===== config.mk =====
export PLATFORM = sky130hd
export DESIGN_NAME = pc_btb_flat
export DESIGN_NICKNAME = d
export VERILOG_FILES = /design/src/rtl/pc_btb_if.sv /design/src/rtl/pc_btb.sv /design/src/flat_wrapper.sv
export SDC_FILE = /design/constraint.sdc
export NUM_CORES = 1
export LEC_CHECK = 0
export CAP_MARGIN = 20
export CORE_MARGIN = 2
export CORE_UTILIZATION = 30
export CTS_BUF_LIST = sky130_fd_sc_hd__clkbuf_8
export CTS_CLUSTER_SIZE = 12
export DETAILED_ROUTE_END_ITERATION = 10
export GPL_TIMING_DRIVEN = 1
export SLEW_MARGIN = 20
export SYNTH_ARGS = -nofsm -noshare
export SYNTH_HDL_FRONTEND = slang
export SYNTH_SLANG_ARGS = --single-unit

===== constraint.sdc =====
create_clock -name clock -period 15.9 [get_ports clock]
set_clock_uncertainty 0.2 [all_clocks]
set_input_delay 1.59 -clock clock [delete_from_list [all_inputs] [get_ports clock]]
set_output_delay 1.59 -clock clock [all_outputs]
set_load 0.05 [all_outputs]

===== src/rtl/pc_btb_if.sv =====
// Fetch-side bundle for pc_btb: stall/redirect/training inputs and the
// predicted fetch address outputs.
interface pc_btb_if #(
  parameter int XLEN = 32
);
  logic            pause;
  logic            fetch_rvc;
  logic            redirect;
  logic [XLEN-1:0] redirect_pc;
  logic            upd_valid;
  logic [XLEN-1:0] upd_pc;
  logic [XLEN-1:0] upd_target;
  logic            upd_taken;
  logic            upd_jump;
  logic [XLEN-1:0] pc;
  logic [XLEN-1:0] npc;
  logic            pred_taken;

  modport master (
    output pause, fetch_rvc, redirect, redirect_pc,
    output upd_valid, upd_pc, upd_target, upd_taken, upd_jump,
    input  pc, npc, pred_taken
  );

  modport slave (
    input  pause, fetch_rvc, redirect, redirect_pc,
    input  upd_valid, upd_pc, upd_target, upd_taken, upd_jump,
    output pc, npc, pred_taken
  );
endinterface


===== src/rtl/pc_btb.sv =====
// Fetch PC register with a direct-mapped BTB and 2-bit direction counters;
// predicts npc combinationally and trains from EX-resolved branches.
module pc_btb #(
  parameter int              XLEN    = 32,
  parameter logic [XLEN-1:0] RESET   = '0,
  parameter int              ENTRIES = 16
) (
  input logic   clock,
  input logic   reset,
  pc_btb_if.slave bus
);
  localparam int IDX   = $clog2(ENTRIES);
  localparam int TAG_W = XLEN - IDX - 1;

  function automatic logic [1:0] ctr_inc(input logic [1:0] c);
    return (c == 2'd3) ? c : c + 2'd1;
  endfunction

  function automatic logic [1:0] ctr_dec(input logic [1:0] c);
    return (c == 2'd0) ? c : c - 2'd1;
  endfunction

  logic [XLEN-1:0]  pc_q, pc_d;
  logic [ENTRIES-1:0] valid_q, valid_d;
  logic [ENTRIES-1:0] jump_q, jump_d;
  logic [1:0]       ctr_q    [ENTRIES];
  logic [1:0]       ctr_d    [ENTRIES];
  logic [TAG_W-1:0] tag_q    [ENTRIES];
  logic [TAG_W-1:0] tag_d    [ENTRIES];
  logic [XLEN-1:0]  target_q [ENTRIES];
  logic [XLEN-1:0]  target_d [ENTRIES];

  logic [IDX-1:0]   fetch_idx, upd_idx;
  logic [TAG_W-1:0] fetch_tag, upd_tag;
  logic             fetch_hit, upd_hit, pred_taken;
  logic [XLEN-1:0]  npc;
  logic             unused_lsbs;

  // Lookup: halfword-granular index so RVC instructions get their own slots
  assign fetch_idx  = pc_q[IDX:1];
  assign fetch_tag  = pc_q[XLEN-1:IDX+1];
  assign fetch_hit  = valid_q[fetch_idx] && (tag_q[fetch_idx] == fetch_tag);
  assign pred_taken = fetch_hit && (jump_q[fetch_idx] || ctr_q[fetch_idx][1]);
  assign npc        = pred_taken ? target_q[fetch_idx]
                                 : pc_q + (bus.fetch_rvc ? XLEN'(2) : XLEN'(4));

  assign upd_idx = bus.upd_pc[IDX:1];
  assign upd_tag = bus.upd_pc[XLEN-1:IDX+1];
  assign upd_hit = valid_q[upd_idx] && (tag_q[upd_idx] == upd_tag);

  assign unused_lsbs = ^{bus.upd_pc[0], bus.upd_target[0], bus.redirect_pc[0]};

  always_comb begin
    pc_d = pc_q;
    if (bus.redirect) begin
      pc_d = {bus.redirect_pc[XLEN-1:1], 1'b0};
    end else if (!bus.pause) begin
      pc_d = npc;
    end
  end

  // Training sees the pre-edge table; no bypass into this cycle's lookup
  always_comb begin
    valid_d  = valid_q;
    jump_d   = jump_q;
    ctr_d    = ctr_q;
    tag_d    = tag_q;
    target_d = target_q;
    if (bus.upd_valid) begin
      if (upd_hit) begin
        ctr_d[upd_idx]  = bus.upd_taken ? ctr_inc(ctr_q[upd_idx]) : ctr_dec(ctr_q[upd_idx]);
        jump_d[upd_idx] = bus.upd_jump;
        if (bus.upd_taken) begin
          target_d[upd_idx] = {bus.upd_target[XLEN-1:1], 1'b0};
        end
      end else if (bus.upd_taken) begin
        valid_d[upd_idx]  = 1'b1;
        tag_d[upd_idx]    = upd_tag;
        target_d[upd_idx] = {bus.upd_target[XLEN-1:1], 1'b0};
        jump_d[upd_idx]   = bus.upd_jump;
        ctr_d[upd_idx]    = 2'd2;
      end
    end
  end

  always_ff @(posedge clock) begin
    if (reset) begin
      pc_q    <= RESET;
      valid_q <= '0;
      for (int i = 0; i < ENTRIES; i++) ctr_q[i] <= 2'd1;
    end else begin
      pc_q    <= pc_d;
      valid_q <= valid_d;
      ctr_q   <= ctr_d;
    end
  end

  // Payload is qualified by valid_q, so it carries no reset
  always_ff @(posedge clock) begin
    jump_q   <= jump_d;
    tag_q    <= tag_d;
    target_q <= target_d;
  end

  assign bus.pc         = pc_q;
  assign bus.npc        = npc;
  assign bus.pred_taken = pred_taken;
endmodule


===== src/flat_wrapper.sv =====
// flat-port wrapper written by rule: the top's interface ports become plain ports
module pc_btb_flat 
#(
  parameter int              XLEN    = 32,
  parameter logic [XLEN-1:0] RESET   = '0,
  parameter int              ENTRIES = 16
)
  (clock, reset, bus_pause, bus_fetch_rvc, bus_redirect, bus_redirect_pc, bus_upd_valid, bus_upd_pc, bus_upd_target, bus_upd_taken, bus_upd_jump, bus_pc, bus_npc, bus_pred_taken);
  pc_btb_if #(.XLEN(XLEN)) bus_i ();
  input logic clock;
  input logic reset;
  input wire logic [$bits(bus_i.pause)-1:0] bus_pause;
  input wire logic [$bits(bus_i.fetch_rvc)-1:0] bus_fetch_rvc;
  input wire logic [$bits(bus_i.redirect)-1:0] bus_redirect;
  input wire logic [$bits(bus_i.redirect_pc)-1:0] bus_redirect_pc;
  input wire logic [$bits(bus_i.upd_valid)-1:0] bus_upd_valid;
  input wire logic [$bits(bus_i.upd_pc)-1:0] bus_upd_pc;
  input wire logic [$bits(bus_i.upd_target)-1:0] bus_upd_target;
  input wire logic [$bits(bus_i.upd_taken)-1:0] bus_upd_taken;
  input wire logic [$bits(bus_i.upd_jump)-1:0] bus_upd_jump;
  output wire logic [$bits(bus_i.pc)-1:0] bus_pc;
  output wire logic [$bits(bus_i.npc)-1:0] bus_npc;
  output wire logic [$bits(bus_i.pred_taken)-1:0] bus_pred_taken;
  assign bus_i.pause = bus_pause;
  assign bus_i.fetch_rvc = bus_fetch_rvc;
  assign bus_i.redirect = bus_redirect;
  assign bus_i.redirect_pc = bus_redirect_pc;
  assign bus_i.upd_valid = bus_upd_valid;
  assign bus_i.upd_pc = bus_upd_pc;
  assign bus_i.upd_target = bus_upd_target;
  assign bus_i.upd_taken = bus_upd_taken;
  assign bus_i.upd_jump = bus_upd_jump;
  assign bus_pc = bus_i.pc;
  assign bus_npc = bus_i.npc;
  assign bus_pred_taken = bus_i.pred_taken;
  pc_btb #(.XLEN(XLEN), .RESET(RESET), .ENTRIES(ENTRIES)) u_core (.clock(clock), .reset(reset), .bus(bus_i));
endmodule

# Word-level counts from Yosys, hierarchy flattened
# Index checks and enable logic that the tools add are counted.
[word_totals] ff_bits=1040 in_bits=104 out_inout_bits=65 wordCells=128
[classes] n_addsub=3 magnitude_cmp=6 n_eq_ne=4 n_mux=44 n_bitwise=7 n_reduce_logical=12
[op_table] op="$bwmux W512" n=1
[op_table] op="$bwmux W432" n=1
[op_table] op="$mux W32" n=8
[op_table] op="$bmux W27 S4" n=2
[op_table] op="$mux W27" n=5
[op_table] op="$bmux W32 S4" n=1
[op_table] op="$demux W32 S4" n=1
[op_table] op="$demux W27 S4" n=1
[op_table] op="$eq A27 B27 Y1" n=2
[op_table] op="$add A32 B32 Y32" n=1
[op_table] op="$bwmux W32" n=1
[op_table] op="$mux W16" n=2
[op_table] op="$or A16 B16 Y16" n=2
[op_table] op="$and A16 B16 Y16" n=1
[op_table] op="$bmux W2 S4" n=2
[op_table] op="$bwmux W16" n=1
[op_table] op="$mux W2" n=8
[op_table] op="$not A16 Y16" n=1
[op_table] op="$bmux W1 S4" n=3
[op_table] op="$ge A5 B5 Y1 const B" n=2
[op_table] op="$lt A4 B5 Y1 const B" n=2
[op_table] op="$not A4 Y5" n=2
[op_table] op="$demux W2 S4" n=1
[op_table] op="$logic_and A1 B1 Y1" n=5
[op_table] op="16 further kinds" n=20

# Longest topological paths before layout
[logic_depth] depth_word=10 depth_mapped=16

# Least setup slack after synthesis
# No wires, ideal clock.
[synth_path] path_type="in2reg" start="in bus_upd_pc[1]" end="reg u_core.tag_q[189] (netlist name), enable pin" arrival_ns=5.983 required_time_ns=15.255 setup_slack_ns=9.272 cell_stages=13 path_buffers=6 path_cell_list="buf_6 > buf_8 > buf_6 > buf_6 > buf_4 > mux4_2 > a221oi_1 > nor3_1 > and4b_1 > nand4_1 > clkbuf_1 > nand2_1 > nor3_1"
[synth_via] elab_chain_cells=8
[synth_lines] item="start: declaration" line_no="flat_wrapper.sv:17" text="input wire logic [$bits(bus_i.upd_pc)-1:0] bus_upd_pc;"
[synth_lines] item="$not A4 Y5 (not written as such)" line_no="pc_btb.sv:49" text="assign upd_hit = valid_q[upd_idx] && (tag_q[upd_idx] == upd_tag);"
[synth_lines] item="$bmux W27 S4" line_no="pc_btb.sv:49"
[synth_lines] item="$mux W27 (not written as such) (2 in series)" line_no="pc_btb.sv:49"
[synth_lines] item="$eq A27 B27 Y1" line_no="pc_btb.sv:49"
[synth_lines] item="$logic_and A1 B1 Y1 (*)" line_no="pc_btb.sv:49"
[synth_lines] item="$not A1 Y1 (no line) (*)"
[synth_lines] item="$reduce_and A3 Y1 (no line) (*)"
[synth_lines] item="end signal: assignment" line_no="pc_btb.sv:101" text="tag_q <= tag_d;"
[synth_lines] item="end: declaration" line_no="pc_btb.sv:28" text="logic [TAG_W-1:0] tag_q [ENTRIES];"
# Mark *: on every way between the ends. The rest lies on a longest branch, timed or not. The select of a mux whose other input is x is not followed.
# A chain may end at the register's enable or synchronous reset.

# Final worst setup path
[layout_path] start="reg u_core.pc_q[2] (netlist: u_core.bus.pc[2])" end="out bus_npc[2]"
[layout_via] elab_chain_cells=8
[layout_lines] item="start: declaration" line_no="pc_btb.sv:23" text="logic [XLEN-1:0] pc_q, pc_d;"
[layout_lines] item="start signal: assignment" line_no="pc_btb.sv:92" text="pc_q <= pc_d;"
[layout_lines] item="$not A4 Y5 (not written as such)" line_no="pc_btb.sv:42, pc_btb.sv:43, pc_btb.sv:44"
[layout_lines] item="$bmux W27 S4" line_no="pc_btb.sv:42" text="assign fetch_hit = valid_q[fetch_idx] && (tag_q[fetch_idx] == fetch_tag);"
[layout_lines] item="$mux W27 (not written as such) (2 in series)" line_no="pc_btb.sv:42"
[layout_lines] item="$eq A27 B27 Y1" line_no="pc_btb.sv:42"
[layout_lines] item="$logic_and A1 B1 Y1" line_no="pc_btb.sv:42"
[layout_lines] item="$logic_and A1 B1 Y1" line_no="pc_btb.sv:43" text="assign pred_taken = fetch_hit && (jump_q[fetch_idx] || ctr_q[fetch_idx][1]);"
[layout_lines] item="$mux W32 (*)" line_no="pc_btb.sv:44" text="assign npc = pred_taken ? target_q[fetch_idx]"
[layout_lines] item="end: declaration" line_no="flat_wrapper.sv:22" text="output wire logic [$bits(bus_i.npc)-1:0] bus_npc;"
# Marks and branches as above.

==> reports/qor_table.md <==
| Quantity | This run |
| --- | --- |
| Result of the run | complete, no violations |
| Largest net degree at the start of global routing | 98 |
| DRT antenna net count | 0 |
| Capture endpoint of the worst hold path | u_core.bus.pc[0]$_SDFFE_PP0N_ |
| Synthesized net count | 2,679 |
| Post-synth ARST share | 0% |
| Reg area | 30,000 um2 |
| TritonCTS clock tree | yes |
| EDFF count, synth | 944 |
| Total count of hold-check failures in the final report | 0 |
| Routed length per instance | 28.1 um |
| CP Cell Sequence | buf_12 -> buf_4 -> mux2i_1 -> a22oi_1 -> nand2_1 -> a221oi_1 -> o211ai_1 -> nor4_1 -> nand4_1 -> buf_4 -> mux2i_1 -> clkdlybuf4s50_1 |
| Total detailed-routing wirelength | 139,000 um |
| CTS H-tree depth | 4 |
| Hold Path Class | reg2reg |
| Min-Delay Path Depth | 1 |
| Count of warnings emitted by yosys | 0 |
| Cell with the biggest individual delay on the critical path | sky130_fd_sc_hd__clkdlybuf4s50_1 |
| Later-pin clock latency in the skew report | 880 ps |
| Hold path startpoint | u_core.bus.pc[0]$_SDFFE_PP0N_ |
| Post-Route Setup TNS | 0 ps |
| Resized Gates After CTS | 0 |
| Worst setup path class | reg2out |
| Startpoint of the most critical register-to-register path | u_core.bus.pc[2]$_SDFFE_PP0P_ |
| Synth Flop Type | sky130_fd_sc_hd__edfxtp_1 |
| Most frequent cells in the layout | sky130_fd_sc_hd__edfxtp_1, sky130_fd_sc_hd__mux4_2, sky130_fd_sc_hd__mux2i_1, sky130_fd_sc_hd__clkbuf_8, sky130_fd_sc_hd__clkdlybuf4s50_1 |
| Area enclosed by the die boundary | 155,000 um2 |
| Wire length of the first global-routing pass | 198,000 um |
| Tightest hold margin | 266 ps |
| Fraction of layout instances using a drive strength above 1 | 24.0% |
| Worst endpoint data arrival time | 7270 ps |
| Initial antenna violation count | 18 |
| Vertical die dimension | 393 um |
| Number of register bits inferred by synthesis | 1,024 |
| Detailed placement HPWL | 82,900 um |
| Max-slew violations | 0 |
| Core box area | 150,000 um2 |
| Total of hold buffers inserted after clock tree synthesis | 0 |
| Pin slew with the least headroom to its limit | 976 ps |
| Total clock buffers created by CTS | 165 |
| Initial Utilization | 30.3% |
| R2R setup slack | 9950 ps |
| Max-cap violation count | 0 |
| Headroom to the max-slew limit | 35.0% |
| Sequential share of the synthesized area | 65.8% |
| Ratio of final minimum period to clock period | 57.0% |
| Setup repair after global routing missed its margin | false |
| Post-synthesis cell type count | 88 |
| Vias in the first global route | 26,600 |
| Delay of the slowest critical-path stage | 930 ps |
| Boundary pin count | 169 |
| Number of input and output port buffers inserted | 165 |
| Data required time at the worst endpoint | 14,110 ps |
| Leakage | 16.9 nW |
| Minimum clock period | 9060 ps |
| Number of nets in the final layout | 2,899 |
| Worst VDD drop | 0.0903 mV |
| Number of design-rule violations left by the first detailed-router iteration | 2,953 |
| Synth-to-Final Area Change | 15.7% |
| Cells after synthesis | 2,572 |
| Number of filler instances in the final layout | 14,200 |
| Clock input transition at the sequential cells of the worst setup and hold paths | 60 ps |
| Post-CTS setup buffer count | 0 |
| DIE WIDTH | 393 um |
| Remaining design rule violation count | 0 |
| Sum of overflow across all layers after global routing | 0 |
| Maximum net fanout on the critical path | 97 |
| Cell Area, Synth | 45,500 um2 |
| Maximum number of buffers from clock root to sink | 3 |
| Std-Cell Rows | 142 |
| Total area of multi-input combinational cells | 14,800 um2 |
| Element type at the critical path start | register |
| Post-Synthesis Mean Instance Area | 17.7 um2 |
| Final estimated routing congestion in global placement | 0.846 |
| Category of the worst setup path capture point | output port |
| Pre-Repair DR Iteration Count | 5 |
| Sink count of the clock tree | 1,024 |
| Cell chosen for the clock root | sky130_fd_sc_hd__clkbuf_8 |
| Setup violations, final | 0 |
| Power per cell area | 109 nW/um2 |
| Drt via density | 5.35 |
| Total routing usage reported by global routing | 17.6% |
| Via count | 26,500 |
| Worst R2R Path Depth | 12 |
| Reg-to-reg endpoint | u_core.bus.pc[1]$_SDFFE_PP0P_ |
| Maximum clock frequency | 110 MHz |
| Most common library cell in the layout ignoring fill and taps | sky130_fd_sc_hd__edfxtp_1 |
registers in the layout (all words and copies together), names as in the netlist:
register and count:
u_core.bus.pc 32, u_core.ctr_q 32, u_core.jump_q 16, u_core.tag_q 432, u_core.target_q 496, u_core.valid_q 16
cell usage after synthesis (all sizes together) (9+ instances only):
cell type | instances | area [um2]
a31oi | 15 | 93.8
mux2i | 205 | 2050
nor2b | 17 | 106
nor3 | 21 | 105
xor2 | 39 | 342
a22oi | 37 | 278
edfxtp | 944 | 28300
a21oi | 14 | 70.1
mux2 | 46 | 518
nand3 | 64 | 320
mux4 | 316 | 7120
and3 | 16 | 100
o21ai | 58 | 290
xnor2 | 56 | 490
clkbuf | 88 | 333
o31a | 15 | 131
dfxtp | 80 | 1600
inv | 15 | 56.3
a22o | 21 | 184
a21o | 34 | 255
buf | 97 | 579
a41oi | 10 | 87.6
o22ai | 9 | 56.3
nor2 | 105 | 414
a221oi | 19 | 173
nand2 | 115 | 434
cells by family after synthesis:
family                   count (synthesis)  synth area share [%]
buffers and inverters                  203                  2.15
XOR/XNOR                                95                  1.83
multiplexers                           567                  21.3
adder cells (fa/ha/maj)                  5                 0.143
AND/OR/NAND/NOR                        394                  4.18
AO/OA/AOI/OAI                          284                  4.57
flip-flops                            1024                  65.8
critical path, delay by kind of cell (launching register included):
kind / cells / cell delay (ps)
muxes: 2 / 770
AOI/OAI and AO/OA: 3 / 1190
buffers and inverters: 4 / 2530
and+or+nand+nor: 3 / 780
DFF: 1 / 810
power by group:
group          internal [mW]  switching [mW]
sequential              2.98          0.0431
clock                   1.04            1.08
combinational          0.245           0.353
how the worst max path moves through the flow:
stage | end | slack (ps) | start | cells after the start
after floorplan | u_core.tag_q[189]$_DFFE_PP_ | 9270 | bus_upd_pc[1] | 13
after global placement | bus_npc[2] | 7830 | u_core.bus.pc[2]$_SDFFE_PP0P_ | 12
after detailed placement | bus_npc[2] | 7820 | u_core.bus.pc[2]$_SDFFE_PP0P_ | 12
after CTS | bus_npc[2] | 6810 | u_core.bus.pc[2]$_SDFFE_PP0P_ | 12
after global routing | bus_npc[2] | 6630 | u_core.bus.pc[2]$_SDFFE_PP0P_ | 12
final | bus_npc[2] | 6840 | u_core.bus.pc[2]$_SDFFE_PP0P_ | 12
cell type report:
| cell class | instances | share of cell area [%] |
|---|---|---|
| sequential | 1024 | 56.9 |
| multi-input combinational | 1345 | 28.2 |
| tap | 2016 | 4.79 |
| clock buffer | 169 | 4.42 |
| timing repair buffer | 238 | 4.24 |
| clock inverter | 133 | 1.31 |
| inverter | 18 | 0.133 |
| antenna | 2 | 0.00951 |
per-layer routing:
layer  share of wire (%)  routed length (um)  vias up  global-route usage, %
met5                0.11                 150        -                      0
met4                 2.4                3400       26                   5.72
met3                 9.3               12900      230                   4.23
met2                  46               63500     1286                   27.2
met1                  42               59100    13900                   24.4
li1                    -                   -    11000                      -
through the flow:
step	power, mW	std cells	utilization (%)	area [um2]	setup WS [ps]
after floorplan	3.43	2572	-	45500	9270
after detailed placement	3.68	4640	33.0	49600	7820
after global routing	5.93	4944	35.1	52600	6630
final	5.74	4945	35.1	52600	6840
after CTS	5.79	4942	35.0	52600	6810
after global placement	3.67	4640	33.0	49600	7830
Note: power is estimated with default switching activity, not from simulation.
